`src/rtl/lcd_window_timing.sv`:
```
// lcd_window_timing
//   Generates parallel-RGB LCD timing and places a scaled video-memory
//   window inside the visible area. Pixels outside the window show a
//   diagonal (x+y) test gradient. The memory read latency is absorbed by
//   delay lines, so syncs, data enable, frame marker and colour stay
//   aligned. The total delay from counter state to outputs is RAM_LAT+2
//   clocks.
//
// Ports
//   clk          pixel clock (the only clock)
//   rst          asynchronous reset, active low
//   en           scan enable; while low the counters park at (0,0)
//   ram_addr     registered memory read address {row, col}
//   ram_data     memory read data, valid RAM_LAT clocks after ram_addr
//   frame_start  one-cycle pulse on the first output cycle of a frame
//   lcd_hsync    horizontal sync, active low
//   lcd_vsync    vertical sync, active low
//   lcd_den      data enable, active high
//   lcd_r/g/b    5/6/5-bit colour
module lcd_window_timing #(
  parameter int H_ACTIVE   = 480,
  parameter int H_BP       = 43,
  parameter int H_FP       = 8,
  parameter int H_PULSE    = 4,
  parameter int V_ACTIVE   = 272,
  parameter int V_BP       = 12,
  parameter int V_FP       = 8,
  parameter int V_PULSE    = 4,
  parameter int WIN_X      = 160,
  parameter int WIN_Y      = 8,
  parameter int WIN_LOG2   = 8,
  parameter int SCALE_LOG2 = 2,
  parameter int RAM_LAT    = 1,
  localparam int AW        = 2 * (WIN_LOG2 - SCALE_LOG2)
) (
  input  logic          clk,
  input  logic          rst,
  input  logic          en,
  output logic [AW-1:0] ram_addr,
  input  logic [8:0]    ram_data,
  output logic          frame_start,
  output logic          lcd_hsync,
  output logic          lcd_vsync,
  output logic          lcd_den,
  output logic [4:0]    lcd_r,
  output logic [5:0]    lcd_g,
  output logic [4:0]    lcd_b
);

  localparam int H_TOTAL  = H_BP + H_ACTIVE + H_FP;
  localparam int V_TOTAL  = V_BP + V_ACTIVE + V_FP;
  localparam int HW       = (H_TOTAL > 1) ? $clog2(H_TOTAL) : 1;
  localparam int VW       = (V_TOTAL > 1) ? $clog2(V_TOTAL) : 1;
  localparam int FW       = WIN_LOG2 - SCALE_LOG2;
  localparam int WIN_SIZE = 1 << WIN_LOG2;
  // Stages between the counters and the output register; the memory
  // path spends one of them in the ram_addr register and RAM_LAT in
  // the memory itself.
  localparam int ND       = RAM_LAT + 1;

  // Syncs travel as active-high pulses so that an all-zero (reset)
  // stage means "idle" and the pipeline never emits a spurious sync.
  // Only pixel bits [8:3] are carried since the colour fields use no
  // lower bits.
  typedef struct packed {
    logic       hs_act;
    logic       vs_act;
    logic       den;
    logic       in_win;
    logic       fs;
    logic [5:0] pix;
  } stage_t;

  logic [HW-1:0] hc_q, hc_d;
  logic [VW-1:0] vc_q, vc_d;
  logic [AW-1:0] ram_addr_q, ram_addr_d;
  int            x, y;
  logic          visible, in_win;
  logic [FW-1:0] row, col;
  stage_t        raw;
  stage_t        pipe_q [ND];
  stage_t        last;
  logic [5:0]    pix_out;
  logic          lcd_hsync_q, lcd_vsync_q, lcd_den_q, frame_start_q;
  logic [4:0]    lcd_r_q, lcd_b_q;
  logic [5:0]    lcd_g_q;
  logic          unused_ram_lsbs;

  // Raster counters: park at (0,0) while disabled so that raising en
  // always begins a complete frame.
  always_comb begin
    hc_d = hc_q;
    vc_d = vc_q;
    if (!en) begin
      hc_d = '0;
      vc_d = '0;
    end else if (int'(hc_q) == H_TOTAL - 1) begin
      hc_d = '0;
      vc_d = (int'(vc_q) == V_TOTAL - 1) ? '0 : vc_q + 1'b1;
    end else begin
      hc_d = hc_q + 1'b1;
    end
  end

  // Raw timing decode and window address from the current counter state.
  always_comb begin
    x       = int'(hc_q) - H_BP;
    y       = int'(vc_q) - V_BP;
    visible = en && (x >= 0) && (x < H_ACTIVE) && (y >= 0) && (y < V_ACTIVE);
    in_win  = visible && (x >= WIN_X) && (x < WIN_X + WIN_SIZE)
                      && (y >= WIN_Y) && (y < WIN_Y + WIN_SIZE);
    col     = FW'((x - WIN_X) >> SCALE_LOG2);
    row     = FW'((y - WIN_Y) >> SCALE_LOG2);
    raw        = '0;
    raw.hs_act = en && (int'(hc_q) < H_PULSE);
    raw.vs_act = en && (int'(vc_q) < V_PULSE);
    raw.den    = visible;
    raw.in_win = in_win;
    raw.fs     = en && (hc_q == '0) && (vc_q == '0);
    // (x+y) mod 512 keeps bits [8:3] as ((x+y)>>3) mod 64.
    raw.pix    = visible ? 6'((x + y) >> 3) : 6'd0;
    ram_addr_d = in_win ? {row, col} : ram_addr_q;
  end

  always_ff @(posedge clk or negedge rst) begin
    if (!rst) begin
      hc_q       <= '0;
      vc_q       <= '0;
      ram_addr_q <= '0;
    end else begin
      hc_q       <= hc_d;
      vc_q       <= vc_d;
      ram_addr_q <= ram_addr_d;
    end
  end

  // Delay line that keeps control and fallback pixel level with the
  // memory read data.
  always_ff @(posedge clk or negedge rst) begin
    if (!rst) begin
      for (int i = 0; i < ND; i++) pipe_q[i] <= '0;
    end else begin
      pipe_q[0] <= raw;
      for (int i = 1; i < ND; i++) pipe_q[i] <= pipe_q[i-1];
    end
  end

  always_comb begin
    last    = pipe_q[ND-1];
    pix_out = last.in_win ? ram_data[8:3] : last.pix;
  end

  // The low data bits never reach the 5/6/5 colour fields.
  assign unused_ram_lsbs = ^ram_data[2:0];

  // Final output register.
  always_ff @(posedge clk or negedge rst) begin
    if (!rst) begin
      lcd_hsync_q   <= 1'b1;
      lcd_vsync_q   <= 1'b1;
      lcd_den_q     <= 1'b0;
      frame_start_q <= 1'b0;
      lcd_r_q       <= '0;
      lcd_g_q       <= '0;
      lcd_b_q       <= '0;
    end else begin
      lcd_hsync_q   <= ~last.hs_act;
      lcd_vsync_q   <= ~last.vs_act;
      lcd_den_q     <= last.den;
      frame_start_q <= last.fs;
      lcd_r_q       <= pix_out[5:1];
      lcd_g_q       <= pix_out;
      lcd_b_q       <= pix_out[5:1];
    end
  end

  assign ram_addr    = ram_addr_q;
  assign frame_start = frame_start_q;
  assign lcd_hsync   = lcd_hsync_q;
  assign lcd_vsync   = lcd_vsync_q;
  assign lcd_den     = lcd_den_q;
  assign lcd_r       = lcd_r_q;
  assign lcd_g       = lcd_g_q;
  assign lcd_b       = lcd_b_q;

endmodule

```
`config.mk`:
```
export PLATFORM = sky130hd
export DESIGN_NAME = lcd_window_timing
export DESIGN_NICKNAME = d
export VERILOG_FILES = /design/src/rtl/lcd_window_timing.sv
export SDC_FILE = /design/constraint.sdc
export NUM_CORES = 1
export LEC_CHECK = 0
export ABC_CLOCK_PERIOD_IN_PS = 3600
export CORE_MARGIN = 2
export CORE_UTILIZATION = 56
export DETAILED_ROUTE_END_ITERATION = 6
export PLACE_DENSITY = 0.81
export SLEW_MARGIN = 10
export SYNTH_ARGS = -nofsm -noshare
export SYNTH_HDL_FRONTEND = slang
export SYNTH_SLANG_ARGS = --single-unit
```
`constraint.sdc`:
```
create_clock -name clk -period 3.6 [get_ports clk]
set_input_delay 0.9 -clock clk [delete_from_list [all_inputs] [get_ports clk]]
set_output_delay 0.9 -clock clk [all_outputs]
set_load 0.1 [all_outputs]
```
-- After elaboration in Yosys (flattened, before gate mapping)
Cells that the tools add are included.
- output and inout bits: 32
- flip-flop bits (word level): 68
- word-level logic and storage cells: 64
- input bits: 12
- magnitude comparators: 10
- reductions and logical operators: 14
- muxes and demuxes: 7
- bitwise logic cells: 2
- equal/unequal tests: 3
- add/sub/neg operators: 7
- operators by type and width (kind ; count):
    $mux W9 ; 3
    $lt A11 B10 Y1 const B ; 2
    $lt A10 B10 Y1 const B ; 2
    $mux W10 ; 2
    $logic_and A1 B1 Y1 ; 12
    $mux W6 ; 2
    $ge A11 B1 Y1 const B ; 1
    $ge A11 B9 Y1 const B ; 1
    $sub A10 B6 Y11 const B ; 1
    $add A10 B1 Y10 const B ; 1
    $eq A10 B10 Y1 const B ; 1
    $ge A10 B1 Y1 const B ; 1
    $ge A10 B5 Y1 const B ; 1
    $logic_not A10 Y1 ; 1
    $lt A10 B3 Y1 const B ; 1
    $sub A9 B4 Y10 const B ; 1
    $add A9 B1 Y9 const B ; 1
    $add A9 B9 Y9 ; 1
    $eq A9 B9 Y1 const B ; 1
    $logic_not A9 Y1 ; 1
    $lt A9 B3 Y1 const B ; 1
    $sub A8 B5 Y8 const B ; 1
    $sub A8 B8 Y8 const B ; 1
    $ne A2 B1 Y1 const B ; 1
    $not A1 Y1 ; 2

-- Depth between registers and ports, before layout
- word-level depth: 10
- gate-level depth with buffers: 12

-- Worst setup path before layout
Ideal clock, no wire load.
- path kind: register -> register
- start: reg hc_q[0]
- end: reg ram_addr_q[10], in the netlist ram_addr[10]
- slack: 760 ps
- clock period less this slack: 2840 ps
- data required time: 3475 ps
- path buffers: 2
- stages on the path, launching flop included: 13
- data arrival time: 2715 ps
- setup time: 125 ps
- cell sequence: dfrtp_1 ha_1 buf_2 o211ai_1 nand2_1 xor2_1 inv_1 ha_1 a31o_2 o21ai_2 nand4_4 buf_12 mux2_4
- word-level cells in the longest chain between the ends: 10
- elaborated cells between the ends (all ways): 13
- classes of those cells: 1 x add/sub; 4 x order compare; 8 x reduce/logical
- RTL lines (element ; RTL line ; RTL):
    from (decl) ; 74 ; logic [HW-1:0] hc_q, hc_d;
    from (signal assigned) ; 127 ; hc_q <= '0;
    from (signal assigned) ; 131 ; hc_q <= hc_d;
    $sub A10 B6 Y11 * ; 107 ; x = int'(hc_q) - H_BP;
    $ge A11 B1 Y1 ; 109 ; visible = en && (x >= 0) && (x < H_ACTIVE) && (y >= 0) && (y < V_ACTIVE);
    $logic_and A1 B1 Y1 (4 in series) ; 109 ;
    $logic_and A1 B1 Y1 ; 110 ; in_win = visible && (x >= WIN_X) && (x < WIN_X + WIN_SIZE)
    $logic_and A1 B1 Y1 * ; 110 ;
    $logic_and A1 B1 Y1 * (2 in series) ; 111 ; && (y >= WIN_Y) && (y < WIN_Y + WIN_SIZE);
    to (signal assigned) ; 133 ; ram_addr_q <= ram_addr_d;
    to (decl) ; 76 ; logic [AW-1:0] ram_addr_q, ram_addr_d;
Every way passes the cells marked *; elsewhere a longest branch is shown, timed or not.
A chain may end at the register's enable or synchronous reset.

-- Worst setup path in the final report
- start: reg hc_q[0]
- end: reg ram_addr_q[6], in the netlist ram_addr[6]
The elaborated chain is that of the path after synthesis.

==> impl_results.md <==
- Status: completed
- Largest family of logic cells by synthesized area: simple AND/OR/NAND/NOR gates
- TritonCTS clock tree: done
- Sw Ratio: 0.257
- Largest net degree at the start of global routing: 38
- Max Clk Rate: 310 MHz
- Hpwl dp: 4.63 mm
- Antenna violation net count after detailed routing: 0
- Core Region: 5960 um^2
- Max_cap viols: 0
- Crit end category: flop
- Initial antenna violation count: 0
- Num rows: 28
- Maximum VDD drop: 0.207 mV
- Post-Synth Adder-Cell Area: 0.0676
- Cell area after synthesis: 3480 um^2
- Starting Density: 0.585
- Port Buf Inserts: 40
- GR Util met1: 0.258
- Cts bufs inserted: 9
- Worst-skew pair later-pin latency: ~0.34 ns
- Seq pwr share: 0.543
- Data required, critical path: between 3 and 4 ns
- Type of the worst min-delay path: reg2reg
- P_leak: between 1.5 and 2 nW
- Wirelength, routed: 6.42 mm
- H-tree depth: 3
- Drt pass-1 iters: 4
- Setup Skew: 0.00787 ns
- Worst slew pin tran: slightly below 1 ns
- CTS Hold Bufs: 0
- Worst Setup Start Kind: flop
- Net count, final: 388
- Reg clk slew, reported paths: 0.07 ns
- Total grt overflow: 0
- Mux cell area share after synthesis: 0.0765
- Die W: 82.9 um
- RSZ-0062 raised after global routing: no
- Synth Instances: 333
- Post-Synth Simple-Gate Area: 0.151
- Post-route cell area: 3940 um^2
- Commonest non-fill, non-tap cell in the layout: dfrtp_1
- Part of the power in the clock network: 0.391
- Fraction of registers with async set/reset: 1.00
- CTS root buf: clkbuf_8
- Number of vias per cell: 5.49
- Synth Flop Type: dfrtp_1
- Layout area overhead: 13.0%
- Seq cells post-synth: 63
- Post-CTS sizing: 0
- Min Clock Period, post-route: 3.23 ns
- First-pass GRT wire length: 11.0 mm
- Yosys cell types: 57
- Yosys Warn Count: 0
- Clock sink total: 63
- Final Util: 0.661
- Max-Slew Margin vs Limit: 0.351
- Met2 Track Usage GR: 0.320
- Crit path DAT: 3.44 ns
- Layout cells sized above 1: 0.176
- Net Sw Power: 344 uW
- Post-CTS Setup Bufs: 0
- Fin. Hold Viols: 0
- Top Ports: 44
- Initial DRC count: 80
- Crit Path Max Fanout: 13
- Grt peak-use layer: met2
- Sequential area share after synthesis: 0.453
- Drc violations: 0
- Most frequent cells in the layout: dfrtp_1, nand2_1, clkdlybuf4s50_1, inv_1, nor2_1
- Syn nets: 363
- Final Max Tran Viols: 0
- Total negative slack: 0 ns
- Final setup fails: 0
- GRT met3 Usage: 0.0437
- Internal power: 993 uW
- # fillers: 489
- Ant. Diodes: 0
- Post-DP Area: 3770 um^2
- Overall Power: approximately 1.3 mW
- Hold slack: 0.346 ns
- GRT Total Usage: 0.198
- Crit path kind: reg2reg
- Compound-Gate Fraction of Synth Area: 0.108
- Xor/xnor cell area share of the yosys netlist: 0.0679
- CTS Buffer Depth: 2
- WL/cell: 14.7 um
- DIE AREA: 6860 um^2
- Chip height: 82.9 um
- GPL Wtd Cong: 0.967
- DR vias: 2405
- Combinational Power Share: 0.066
- Vias in the first global route: 2379
- Tcrit/Tclk final: 0.896
- Post-synth EDFFs: 0
- Pwr dens: about 340 nW/um^2
- Avg Inst Size Synth: 10.5 um^2
[worst max-delay path, stage by stage (launching register included)]
cell and delay, ns:
dfrtp_1 0.43, ha_1 0.32, o211ai_1 0.32, nand2_1 0.14, xor2_1 0.27, inv_1 0.12, ha_1 0.26, a31o_2 0.26
o21ai_2 0.22, nand4_4 0.35, mux2_4 0.40
[area by class of cell]
cell class / instances / area [um^2] / share of cell area
Multi-Input combinational cell: 220 / 1640 / 0.417
Sequential cell: 63 / 1580 / 0.401
Timing Repair Buffer: 42 / 375 / 0.0954
Clock buffer: 10 / 128 / 0.0324
Tap cell: 75 / 93.8 / 0.0238
Inverter: 22 / 82.6 / 0.0210
Clock inverter: 6 / 37.5 / 0.00954
[cell usage after synthesis (6+ instances only)]
| cell | count | share of area |
|---|---|---|
| dfrtp_1 | 61 | 0.44 |
| nor2_1 | 20 | 0.022 |
| ha_1 | 18 | 0.065 |
| a21oi_1 | 7 | 0.010 |
| inv_1 | 22 | 0.024 |
| buf_4 | 11 | 0.024 |
| nor4_1 | 6 | 0.011 |
| mux2_4 | 9 | 0.039 |
| xor2_1 | 12 | 0.030 |
| nand2_1 | 27 | 0.029 |
| nand3_1 | 10 | 0.014 |
| and3_1 | 7 | 0.013 |
| clkbuf_1 | 6 | 0.0065 |
| buf_2 | 9 | 0.013 |
| xnor2_1 | 15 | 0.038 |
| o21ai_0 | 19 | 0.027 |
| o31ai_1 | 6 | 0.013 |
| mux2_2 | 9 | 0.029 |
[cell families (layout without fill, tap and decap cells)]
group                    count (synthesis)  after routing
multiplexers                            21             21
XOR/XNOR                                27             27
flip-flops                              63             63
buffers and inverters                   50             80
AO/OA/AOI/OAI                           54             54
adder cells (fa/ha/maj)                 19             19
AND/OR/NAND/NOR                         99             99
[power by group through the flow]
stage / Combinational [mW] / Sequential [mW] / Clock [mW]
floorplan: 0.0332 / 0.757 / 0
global placement: 0.0868 / 0.739 / 0
detailed placement: 0.0882 / 0.740 / 0
CTS: 0.0887 / 0.726 / 0.535
global route: 0.0969 / 0.727 / 0.565
finish: 0.0876 / 0.726 / 0.523
[layer usage]
metal	part of all wire	vias up
li1	-	1182
met1	0.46	1152
met2	0.49	63
met3	0.044	8
met4	0.012	0
met5	0	-
[metrics by stage]
stage	worst slack [ns]	cells
after floorplan	0.760	333
after global placement	0.464	422
after detailed placement	0.402	422
after CTS	0.392	438
after global routing	0.177	438
final	0.374	438
[registers in the layout (all words and copies together), names as in the netlist]
| signal | count |
|---|---|
| frame_start | 1 |
| hc_q | 10 |
| last | 11 |
| lcd_den | 1 |
| lcd_g | 2 |
| lcd_hsync | 1 |
| lcd_r | 4 |
| lcd_vsync | 1 |
| pipe_q | 11 |
| ram_addr | 12 |
| vc_q | 9 |
[final timing paths]
| path | start | to | slack [ns] | depth (start not counted) |
|---|---|---|---|---|
| max | hc_q[0]$_DFF_PN0_ | ram_addr[6]$_DFFE_PN0P_ | 0.37 | 10 |
| min | last[10]$_DFF_PN0_ | lcd_hsync$_DFF_PN1_ | 0.35 | 1 |
| max reg2reg | hc_q[0]$_DFF_PN0_ | ram_addr[6]$_DFFE_PN0P_ | 0.37 | 10 |
| min reg2reg | last[10]$_DFF_PN0_ | lcd_hsync$_DFF_PN1_ | 0.35 | 1 |
| max in group asynchronous | rst | lcd_vsync$_DFF_PN1_ | 2.56 | 2 |
| min in group asynchronous | rst | hc_q[5]$_DFF_PN0_ | 0.37 | 1 |
No activity file was read; power rests on OpenSTA's default activity.
